--- config.mk ---
export PLATFORM = sky130hd
export DESIGN_NAME = lsu_seq
export DESIGN_NICKNAME = d
export VERILOG_FILES = /design/src/rtl/lsu_seq.sv
export SDC_FILE = /design/constraint.sdc
export NUM_CORES = 1
export LEC_CHECK = 0
export CORE_MARGIN = 4
export CORE_UTILIZATION = 50
export DETAILED_ROUTE_END_ITERATION = 16
export PLACE_DENSITY_LB_ADDON = 0.25
export SLEW_MARGIN = 20
export SYNTH_ARGS = -nofsm -noshare
export SYNTH_HDL_FRONTEND = slang
export SYNTH_SLANG_ARGS = --single-unit
--- constraint.sdc ---
create_clock -name clk -period 4.6 [get_ports clk]
set_clock_uncertainty 0.15 [all_clocks]
set_input_delay 0.46 -clock clk [delete_from_list [all_inputs] [get_ports clk]]
set_output_delay 0.46 -clock clk [all_outputs]
set_load 0.02 [all_outputs]
--- src/rtl/lsu_seq.sv ---
// Load/store sequencer: one access at a time over a req/gnt/rvalid word memory.
// Misaligned accesses become two aligned beats; load data is merged and extended.
module lsu_seq #(
  parameter bit SPLIT_MISALIGNED = 1'b1
) (
  input  logic        clk,
  input  logic        rst_n,
  input  logic        req_valid,
  output logic        req_ready,
  input  logic        req_we,
  input  logic [2:0]  req_size,
  input  logic [31:0] req_addr,
  input  logic [31:0] req_wdata,
  output logic        resp_valid,
  input  logic        resp_ready,
  output logic [31:0] resp_rdata,
  output logic        resp_err,
  output logic        mem_req,
  input  logic        mem_gnt,
  output logic        mem_we,
  output logic [31:0] mem_addr,
  output logic [31:0] mem_wdata,
  output logic [3:0]  mem_wmask,
  input  logic        mem_rvalid,
  input  logic [31:0] mem_rdata
);

  localparam logic [2:0] S_IDLE  = 3'd0;
  localparam logic [2:0] S_BEAT0 = 3'd1;
  localparam logic [2:0] S_WAIT0 = 3'd2;
  localparam logic [2:0] S_BEAT1 = 3'd3;
  localparam logic [2:0] S_WAIT1 = 3'd4;
  localparam logic [2:0] S_RESP  = 3'd5;

  logic [2:0]  state_q, state_d;
  logic        we_q, two_beat_q, err_q;
  logic [2:0]  size_q;
  logic [31:0] addr_q, wdata_q, lo_q, rdata_q;

  logic        req_two_beat, req_illegal;
  logic [1:0]  off;
  logic [3:0]  base_mask;
  logic [7:0]  m8;
  logic [63:0] w64;
  logic [31:0] lo_src, d, ext;
  logic [23:0] hi_src;

  // NOTE: every signal written in an always_comb gets a default first so no
  // path leaves it unassigned, which would otherwise infer a latch.
  always_comb begin
    req_two_beat = 1'b0;
    case (req_size[1:0])
      2'd1:    req_two_beat = (req_addr[1:0] == 2'd3);
      2'd2:    req_two_beat = (req_addr[1:0] != 2'd0);
      default: req_two_beat = 1'b0;
    endcase
    req_illegal = (req_size == 3'd3) || (req_size == 3'd6) || (req_size == 3'd7) ||
                  (req_we && req_size[2]) || (req_two_beat && !SPLIT_MISALIGNED);
  end

  assign off = addr_q[1:0];

  // Store lanes: shift data and byte mask across a 64-bit window spanning both beats.
  always_comb begin
    case (size_q[1:0])
      2'd0:    base_mask = 4'b0001;
      2'd1:    base_mask = 4'b0011;
      default: base_mask = 4'b1111;
    endcase
    m8  = {4'b0000, base_mask} << off;
    w64 = {32'd0, wdata_q} << {off, 3'b000};
  end

  // Load merge: the second beat supplies the upper bytes; single-beat uses zeros.
  always_comb begin
    lo_src = (state_q == S_WAIT1) ? lo_q : mem_rdata;
    hi_src = (state_q == S_WAIT1) ? mem_rdata[23:0] : 24'd0;
    case (off)
      2'd0:    d = lo_src;
      2'd1:    d = {hi_src[7:0],  lo_src[31:8]};
      2'd2:    d = {hi_src[15:0], lo_src[31:16]};
      default: d = {hi_src[23:0], lo_src[31:24]};
    endcase
    case (size_q)
      3'd0:    ext = {{24{d[7]}}, d[7:0]};
      3'd1:    ext = {{16{d[15]}}, d[15:0]};
      3'd4:    ext = {24'd0, d[7:0]};
      3'd5:    ext = {16'd0, d[15:0]};
      default: ext = d;
    endcase
  end

  always_comb begin
    state_d = state_q;
    case (state_q)
      S_IDLE:  if (req_valid)  state_d = req_illegal ? S_RESP : S_BEAT0;
      S_BEAT0: if (mem_gnt)    state_d = S_WAIT0;
      S_WAIT0: if (mem_rvalid) state_d = two_beat_q ? S_BEAT1 : S_RESP;
      S_BEAT1: if (mem_gnt)    state_d = S_WAIT1;
      S_WAIT1: if (mem_rvalid) state_d = S_RESP;
      S_RESP:  if (resp_ready) state_d = S_IDLE;
      default: state_d = S_IDLE;
    endcase
  end

  // NOTE: sequential state uses non-blocking assignments so every register
  // samples pre-edge values, independent of statement order.
  always_ff @(posedge clk or negedge rst_n) begin
    if (!rst_n) begin
      state_q    <= S_IDLE;
      we_q       <= 1'b0;
      two_beat_q <= 1'b0;
      err_q      <= 1'b0;
      size_q     <= 3'd0;
      addr_q     <= 32'd0;
      wdata_q    <= 32'd0;
      lo_q       <= 32'd0;
      rdata_q    <= 32'd0;
    end else begin
      state_q <= state_d;
      if (state_q == S_IDLE && req_valid) begin
        we_q       <= req_we;
        size_q     <= req_size;
        addr_q     <= req_addr;
        wdata_q    <= req_wdata;
        two_beat_q <= req_two_beat;
        err_q      <= req_illegal;
        rdata_q    <= 32'd0;
      end
      if (state_q == S_WAIT0 && mem_rvalid) begin
        lo_q <= mem_rdata;
        if (!two_beat_q) rdata_q <= we_q ? 32'd0 : ext;
      end
      if (state_q == S_WAIT1 && mem_rvalid) rdata_q <= we_q ? 32'd0 : ext;
    end
  end

  assign req_ready  = (state_q == S_IDLE);
  assign resp_valid = (state_q == S_RESP);
  assign resp_rdata = resp_valid ? rdata_q : 32'd0;
  assign resp_err   = resp_valid & err_q;

  assign mem_req   = (state_q == S_BEAT0) || (state_q == S_BEAT1);
  assign mem_we    = mem_req & we_q;
  assign mem_addr  = !mem_req ? 32'd0 :
                     (state_q == S_BEAT1) ? {addr_q[31:2] + 30'd1, 2'b00} : {addr_q[31:2], 2'b00};
  assign mem_wdata = !mem_we ? 32'd0 : (state_q == S_BEAT1) ? w64[63:32] : w64[31:0];
  assign mem_wmask = !mem_we ? 4'd0  : (state_q == S_BEAT1) ? m8[7:4]    : m8[3:0];

endmodule

# [Word-level counts from Yosys, hierarchy flattened]
# Cells that the tools add are included.
[totals] latch_bits=0 ram_bits=0 regBits=137 out_inout_bits=105 n_memories=0 mem_bits_ro=0
[op_classes] reduce_logical=14 n_mul=0 bitwise_logic=2 mux=27 shifts=2 n_eq_ne=23 div_mod_pow=0 n_addsub=1 n_lt_le_gt_ge=0
[op_table] cell="32-bit two-way mux" n=11
[op_table] cell="32-bit case mux with 4 select lines" n=1
[op_table] cell="32-bit case mux with 3 select lines" n=1
[op_table] cell="32-bit by 5-bit << shifter with 64-bit output" n=1
[op_table] cell="30-bit by 1-bit adder with 30-bit output, second input constant" n=1
[op_table] cell="24-bit two-way mux" n=1
[op_table] cell="3-bit two-way mux" n=8
[op_table] cell="3-bit == test, second input constant" n=6
[op_table] cell="3-bit case mux with 6 select lines" n=1
[op_table] cell="2-bit != test, second input constant" n=5
[op_table] cell="3-bit by 2-bit == test with 1-bit output, second input constant" n=3
[op_table] cell="4-bit two-way mux" n=2
[op_table] cell="4-bit case mux with 2 select lines" n=1
[op_table] cell="4-bit by 2-bit << shifter with 8-bit output" n=1
[op_table] cell="2-bit by 1-bit == test with 1-bit output, second input constant" n=3
[op_table] cell="2-bit == test, second input constant" n=3
[op_table] cell="3-bit by 1-bit == test with 1-bit output, second input constant" n=2
[op_table] cell="3-bit logical NOT" n=2
[op_table] cell="6-bit AND reduction" n=1
[op_table] cell="1-bit logical AND" n=4
[op_table] cell="2-bit logical NOT" n=2
[op_table] cell="1-bit logical OR" n=4
[op_table] cell="1-bit AND" n=2
[op_table] cell="2-bit by 1-bit != test with 1-bit output, second input constant" n=1
[op_table] cell="2 further kinds" n=2

# [Logic depth before layout (Yosys ltp)]
# Gate-level depths: netlist of run 1.
[logic_depth] word_depth=8 ltp_mapped=8

# [Least setup slack after synthesis of run 1]
# No wires, ideal clock.
[synth_path] path_kind="register to output" from="register addr_q[1]" to="output port mem_wdata[26]" setup_slack_ns=1.986 required_time_ns=3.990 path_stages_with_launch=8 t_arrival_ns=2.004 cell_sequence="dfrtp_1 buf_2 buf_2 clkbuf_1 buf_2 buf_2 nor2_1 a211oi_1"
[synth_via] elab_chain_cells=3
[synth_lines] element="start, declared" line="38" text="logic [31:0] addr_q, wdata_q, lo_q, rdata_q;"
[synth_lines] element="start signal, assigned" line="124" text="addr_q <= req_addr;"
[synth_lines] element="32-bit by 5-bit << shifter with 64-bit output" line="71" text="w64 = {32'd0, wdata_q} << {off, 3'b000};"
[synth_lines] element="32-bit two-way mux (2 in a row)" line="147" text="assign mem_wdata = !mem_we ? 32'd0 : (state_q == S_BEAT1) ? w64[63:32] : w64[31:0];"
[synth_lines] element="end, declared" line="22" text="output logic [31:0] mem_wdata,"
# Every way passes these cells.

# [Worst setup path in the final report of run 1]
[layout_path] from="register state_q[1]" to="output port mem_addr[11]"
[layout_via] elab_chain_cells=3 word_cells_on_any_way=5
[layout_lines] element="start, declared" line="35" text="logic [2:0] state_q, state_d;"
[layout_lines] element="start signal, assigned" line="120" text="state_q <= state_d;"
[layout_lines] element="3-bit by 2-bit == test with 1-bit output or 3-bit by 1-bit == test with 1-bit output (tied branches)" line="143, 146"
[layout_lines] element="32-bit two-way mux or 1-bit logical OR (tied branches)" line="146, 143"
[layout_lines] element="32-bit two-way mux (*)" line="145" text="assign mem_addr = !mem_req ? 32'd0 :"
[layout_lines] element="end, declared" line="21" text="output logic [31:0] mem_addr,"
# Every way passes the cells marked *; elsewhere a longest branch is shown, timed or not.

==> flow_summary_export.csv, run 1 <==
group,metric,value,unit
worst_setup_path,path_buf_inv,2,
sta,rsz0062_at_grt,"no",
route,vias,8026,
power_and_ir_drop,worst_ir_drop_vdd,0.3954,mV
synthesis,synth_top_area_frac,0.3888,
synthesis,avgSynthCellArea,9.574,um2
sta,finalSetupViolations,0,
route,postRouteAntennaNets,0,
route,avgRoutedWirePerCell,19.29,um
grt,grtUsageTotal,0.2605,
die,dieArea,19820,um2
synthesis,yosysWarnings,0,
clock_tree,cts_tree,"yes",
worst_setup_path,path_cells,"buf_4 > and3b_1 > nand3_1 > or3_1 > xor2_1 > nor2_1 > clkdlybuf4s50_1",
clock_tree,htree_num_levels,4,
clock_tree,cts_inserted_buffers,17,
die,core_area,17300,um2
final_layout,area_delta_synth_final,32.52,%
clock_tree,clkTransAtPathRegs,0.06,ns
grt,grt_max_degree,80,
placed_design,pre_cts_ws,1.105,ns
route,totalWireLength,25.62,mm
power_and_ir_drop,power_density,684.4,nW/um2
synthesis,synth_edf_count,0,
synthesis,ys.flop_type,"dfrtp_1",
sta,finalCriticalPeriod,3.959,ns
grt,use_met2,0.4249,
grt,top_usage_layer,"met2",
die,initial_utilization,0.5098,
worst_setup_path,r2r_start,"state_q[1]",
route,first_pass_iters,5,
final_layout,drive_above_1_share,0.1677,
die,io_pins,211,
power_and_ir_drop,finalPower,7.997,mW
grt,use_met1,0.3343,
clock_tree,clk_path_buf_depth,2,
route,avgViaCountPerCell,6.044,
die,rows,48,
final_layout,fillers,1347,
worst_setup_path,arrival,3.35,ns
worst_hold_path,hold_class,"flop to flop",
placed_design,place.gp.congestion,0.8831,
clock_tree,clock-root-buffer,"clkbuf_16",
sta,setup_slack,0.6414,ns
sta,worst_pin_slew,1.079,ns
die,dieWidth,140.8,um
clock_tree,cts.sinks,137,
worst_setup_path,cp-end-kind,"primary output",
synthesis,synth.distinct_cells,69,
final_layout,n_antenna_cell,0,
worst_setup_path,criticalPathCategory,"flop to primary output",
sta,holdWs,0.3276,ns
synthesis,ys_async_sr_fraction,1.000,
synthesis,synth_area,8817,um2
clock_tree,insertion_delay,0.42,ns
route,drtIter0Drc,610,
worst_setup_path,crit_fanout,18,
sta,slew_headroom,0.2807,
worst_hold_path,worstHoldStart,"rdata_q[26]",
outcome,status,"finished clean",
final_layout,fin_nets,1201,
grt,grt_pass1_wl,41.40,mm
synthesis,synth_cells,921,
synthesis,synth-seq-area-share,0.3888,
final_layout,final_common_cell,"clkdlybuf4s50_1",
job,cap_violations,0,
sta,period_share,0.8606,
sta,tns,0,ns
worst_setup_path,cp_slowest_stage_delay,0.71,ns
die,die_h,140.8,um
sta,hold_viol_final,0,
worst_setup_path,cp-start-kind,"flop",
final_layout,layout_common_cells,"clkdlybuf4s50_1 (207), dfrtp_1 (135), mux2_2 (102)",
worst_setup_path,crit_required,3.99,ns
synthesis,synth_area_leaders,"dfrtp_1 (39%), mux2_2 (13%), nor2_1 (3.8%), nand2_1 (3.7%), mux2i_1 (3.6%)",
sta,max_freq,0.2526,GHz
worst_setup_path,cp_slowest_cell,"dfrtp_1",
placed_design,io_buffers,208,
grt,first_global_vias,7918,
placed_design,dp_hpwl,17.77,mm
power_and_ir_drop,p_leak,4.684,nW
worst_setup_path,crit_family,"simple AND/OR/NAND/NOR gates",
grt,antenna_found_initial,0,
clock_tree,cts_resized,0,
synthesis,yosys.area.top_type,"dfrtp_1",
synthesis,synth_seq_cells,137,
grt,met3_usage,0.06886,
grt,grt.overflow.total,0,
route,drc,0,
sta,report.final.slew_viol_count,0,
worst_setup_path,crit_start,"state_q[1]",
## worst register-to-register path, stage by stage (launching register included)
cell and delay (ns):
dfrtp_1 0.71, or3b_1 0.93, a211oi_2 0.23, o2111a_2 0.36
nor4b_4 0.65, a211o_1 0.19
## metal layers
layer  wire (um)  up-vias
li1            -     3681
met1       10680     3908
met2       12150      375
met3        2033       62
met4         755        0
met5           0        -
## layout make-up
| cell class | count | area [um2] | area share |
|---|---|---|---|
| clock inverters | 12 | 245.2 | 0.02099 |
| well taps | 225 | 281.5 | 0.02409 |
| repair buffers | 224 | 2206 | 0.1888 |
| multi-input cells | 697 | 5014 | 0.4291 |
| flip-flops and latches | 137 | 3433 | 0.2938 |
| clock buffers | 19 | 452.9 | 0.03876 |
| inverters | 14 | 52.55 | 0.004497 |
## what timing repair did
item	in CTS	in global routing
endpoints found under the hold margin	54	0
hold buffers	1	0
endpoints found under the setup margin	0	0
buffers inserted	0	0
## stage by stage
step	instances	util	instance area [um2]
floorplan	922	-	8821
global placement	1296	0.6346	10980
detailed placement	1296	0.6346	10980
CTS	1328	0.6756	11690
global route	1328	0.6756	11690
finish	1328	0.6756	11690
## cell families after synthesis
group	count (synthesis)	share of synthesized area
AOI/OAI and AO/OA	186	0.1462
muxes	150	0.2053
and+or+nand+nor	327	0.1819
other	1	0.0004253
adders and majority gates	4	0.005676
buffers and inverters	88	0.04385
xor gates and xnor gates	28	0.02781
DFF	137	0.3888
## synth_stat cells, types with 13 or more instances
library cell    n
buf_2          33
inv_1          13
mux2_2        102
a211o_1        16
nor2_1         90
and2_1         36
nand3_1        21
clkbuf_1       29
mux2i_1        32
nand2_1        87
nor3_1         41
xnor2_1        21
dfrtp_1       137
o21ai_0        25
mux4_2         14
a21oi_1        53
a22oi_1        16
## where the power goes
group | internal, mW | switching, mW | total [mW]
registers | 1.79 | 0.654 | 2.45
clock network | 1.10 | 0.532 | 1.63
logic | 1.87 | 2.05 | 3.92
## registers in the layout (all words and copies together) (netlist names)
register	flops
state_q	3
we_q	1
err_q	1
rdata_q	32
two_beat_q	1
addr_q	32
wdata_q	32
lo_q	32
size_q	3
## final timing paths
path                           endpoint  slack (ns)  cells past startpoint
max                        mem_addr[11]        0.64                      7
min                         rdata_q[26]        0.33                      1
max reg2reg                 rdata_q[10]        1.33                      5
min reg2reg                 rdata_q[26]        0.33                      1
max in group asynchronous   wdata_q[31]        2.88                      3
min in group asynchronous       lo_q[2]        0.44                      2
Note: power is estimated with default switching activity, not from simulation.
==> run 2, diff against run 1 <==
--- a/config.mk
+++ b/config.mk
@@ -5,6 +5,7 @@
 export SDC_FILE = /design/constraint.sdc
 export NUM_CORES = 1
 export LEC_CHECK = 0
+export CAP_MARGIN = 5
 export CORE_MARGIN = 4
 export CORE_UTILIZATION = 50
 export DETAILED_ROUTE_END_ITERATION = 16
==> results of run 2 <==
Final layout, timing and power as in run 1 (identical DEF).
==> run 3, diff against run 2 <==
--- a/config.mk
+++ b/config.mk
@@ -9,7 +9,7 @@
 export CORE_MARGIN = 4
 export CORE_UTILIZATION = 50
 export DETAILED_ROUTE_END_ITERATION = 16
-export PLACE_DENSITY_LB_ADDON = 0.25
+export PLACE_DENSITY = 0.84
 export SLEW_MARGIN = 20
 export SYNTH_ARGS = -nofsm -noshare
 export SYNTH_HDL_FRONTEND = slang
==> run 3 against run 2 <==
Against the previous run:
- die area did not move
- clock-buffer cell count fell by 1
- via count rose by 0.93%
- final cell count barely moved
- clock power fell by 14%
- maximum frequency rose by 2.5%
- critical path depth rose by 2
- wire length rose by 1.3%
- critical path type unchanged
- largest power group unchanged
==> flow_summary_export.csv, run 3 (same netlist as run 1, synthesis figures left out) <==
group,metric,value,unit
grt,first_global_vias,7796,
route,avgViaCountPerCell,6.096,
clock_tree,cts_tree,"yes",
die,io_pins,211,
grt,antenna_found_initial,1,
final_layout,seqCellArea,3433,um2
route,drc,0,
final_layout,multi_input_area,5015,um2
worst_setup_path,r2r_start,"state_q[1]",
sta,finalCriticalPeriod,3.864,ns
route,first_pass_iters,7,
worst_setup_path,reg2reg_setup_slack,1.50,ns
route,postRouteAntennaNets,0,
worst_setup_path,path_buf_inv,5,
die,die_h,140.8,um
final_layout,fin_nets,1200,
final_layout,fillers,1327,
worst_setup_path,cp-start-kind,"flop",
clock_tree,clock-root-buffer,"clkbuf_16",
power_and_ir_drop,switching_power,3.304,mW
die,dieArea,19820,um2
power_and_ir_drop,combinationalPowerShare,0.513,
worst_setup_path,criticalPathCategory,"flop to primary output",
clock_tree,cts_inserted_buffers,17,
worst_setup_path,cp-end-kind,"primary output",
worst_setup_path,endpoint,"mem_wdata[27]",
clock_tree,insertion_delay,0.42,ns
worst_setup_path,crit_required,3.99,ns
grt,grt_max_degree,80,
die,dieWidth,140.8,um
sta,max_freq,0.2588,GHz
power_and_ir_drop,worst_ir_drop_vdd,0.4104,mV
route,avgRoutedWirePerCell,19.52,um
die,core_area,17300,um2
worst_hold_path,hold_class,"flop to flop",
job,cap_violations,0,
grt,grt_pass1_wl,41.57,mm
worst_setup_path,crit_fanout,32,
worst_setup_path,crit_family,"buffers and inverters",
die,initial_utilization,0.5098,
die,rows,48,
worst_setup_path,cp_slowest_cell,"clkdlybuf4s50_1",
sta,slew_headroom,0.3019,
worst_setup_path,arrival,3.25,ns
power_and_ir_drop,power_density,674.9,nW/um2
worst_setup_path,timing.rr.end,"rdata_q[22]",
final_layout,layout_common_cells,"clkdlybuf4s50_1 (207), dfrtp_1 (135), mux2_2 (102)",
worst_setup_path,cp.depth,9,
sta,worst_pin_slew,1.047,ns
power_and_ir_drop,pwr-share-seq,0.308,
clock_tree,htree_num_levels,4,
sta,rsz0062_at_grt,"no",
sta,finalSetupViolations,0,
route,vias,8101,
placed_design,io_buffers,208,
worst_setup_path,cp_slowest_stage_delay,0.67,ns
final_layout,final_common_cell,"clkdlybuf4s50_1",
power_and_ir_drop,p_clk_frac,0.179,
placed_design,place.gp.congestion,0.9509,
worst_setup_path,crit_start,"state_q[2]",
worst_setup_path,path_cells,"inv_1 > nand2_1 > buf_4 > inv_1 > nand2_1 > buf_4 > or2_2 > a211oi_1 > clkdlybuf4s50_1",
clock_tree,clk_path_buf_depth,2,
power_and_ir_drop,p_leak,4.632,nW
placed_design,dp_hpwl,18.74,mm
sta,period_share,0.8399,
sta,report.final.slew_viol_count,0,
clock_tree,clkTransAtPathRegs,0.06,ns
route,totalWireLength,25.94,mm
grt,grt.overflow.total,0,
outcome,status,"finished clean",
route,drtIter0Drc,828,
power_and_ir_drop,switching_share,0.4225,
clock_tree,cts.sinks,137,
sta,hold_viol_final,0,
grt,grtUsageTotal,0.2597,
power_and_ir_drop,finalPower,7.819,mW
worst_setup_path,worstRegToRegCells,5,
sta,tns,0,ns
power_and_ir_drop,p_int,4.515,mW
final_layout,drive_above_1_share,0.1677,
final_layout,area_delta_synth_final,31.39,%
[run 3: cell count changes in the layout (fill, tap and decap cells not counted), sizes merged]
cell / previous run / this run
clkbuf: 19 / 18
inv: 14 / 16
bufinv: 7 / 3
clkinv: 4 / 7
buf: 16 / 15
clkinvlp: 1 / 2
diode: 0 / 1
[run 3: area by class of cell]
type                            count  share of cell area
Sequential cell                   137              0.2964
Multi-Input combinational cell    697              0.4329
Inverter                           14            0.004536
Antenna cell                        1           0.0002160
Clock inverter                     14             0.01490
Timing Repair Buffer              223              0.1898
Clock buffer                       18             0.03704
Tap cell                          225             0.02430
[run 3: per-stage QoR]
stage,worst slack [ns],instance area (um2),util,hold WS [ns],cells
CTS,0.7563,11580,0.6696,0.3260,1328
finish,0.7364,11580,0.6698,0.3232,1329
detailed placement,1.209,10970,0.6342,0.3120,1295
global placement,1.273,10970,0.6342,0.3085,1295
floorplan,1.986,8821,-,0.01441,922
global route,0.5347,11580,0.6698,0.3409,1329
[run 3: power by group through the flow]
stage	combinational, mW	sequential (mW)	clock [mW]
detailed placement	3.95	2.41	0
global route	4.33	2.49	1.48
global placement	3.86	2.36	0
CTS	3.98	2.39	1.42
finish	4.01	2.41	1.40
floorplan	2.93	2.13	0
[run 3: worst min-delay path by stage]
stage           startpoint     endpoint  depth (start not counted)
5_1_grt        rdata_q[16]  rdata_q[16]                          2
6_report       rdata_q[16]  rdata_q[16]                          2
3_3_place_gp         rst_n  wdata_q[18]                          1
4_1_cts        rdata_q[21]  rdata_q[21]                          2
3_5_place_dp   rdata_q[21]  rdata_q[21]                          2
2_1_floorplan        rst_n    addr_q[0]                          0
[run 3: per-layer routing]
metal | vias up | global-route usage | wire length, um
li1 | 3685 | - | -
met5 | - | 0 | 0
met3 | 70 | 0.07700 | 2622
met4 | 0 | 0.09893 | 881
met2 | 449 | 0.4037 | 11920
met1 | 3897 | 0.3444 | 10520
[run 3: repair_timing]
item | in CTS | in global routing
buffers inserted | 0 | 0
hold buffers | 1 | 0
gates resized for setup | 0 | 0
hold endpoints to repair | 55 | 0
[run 3: tightest hold or removal path, cell delays in order, from the launching register on]
cell     delay [ns]
dfrtp_1        0.33
nand2_1        0.05
o31ai_1        0.05
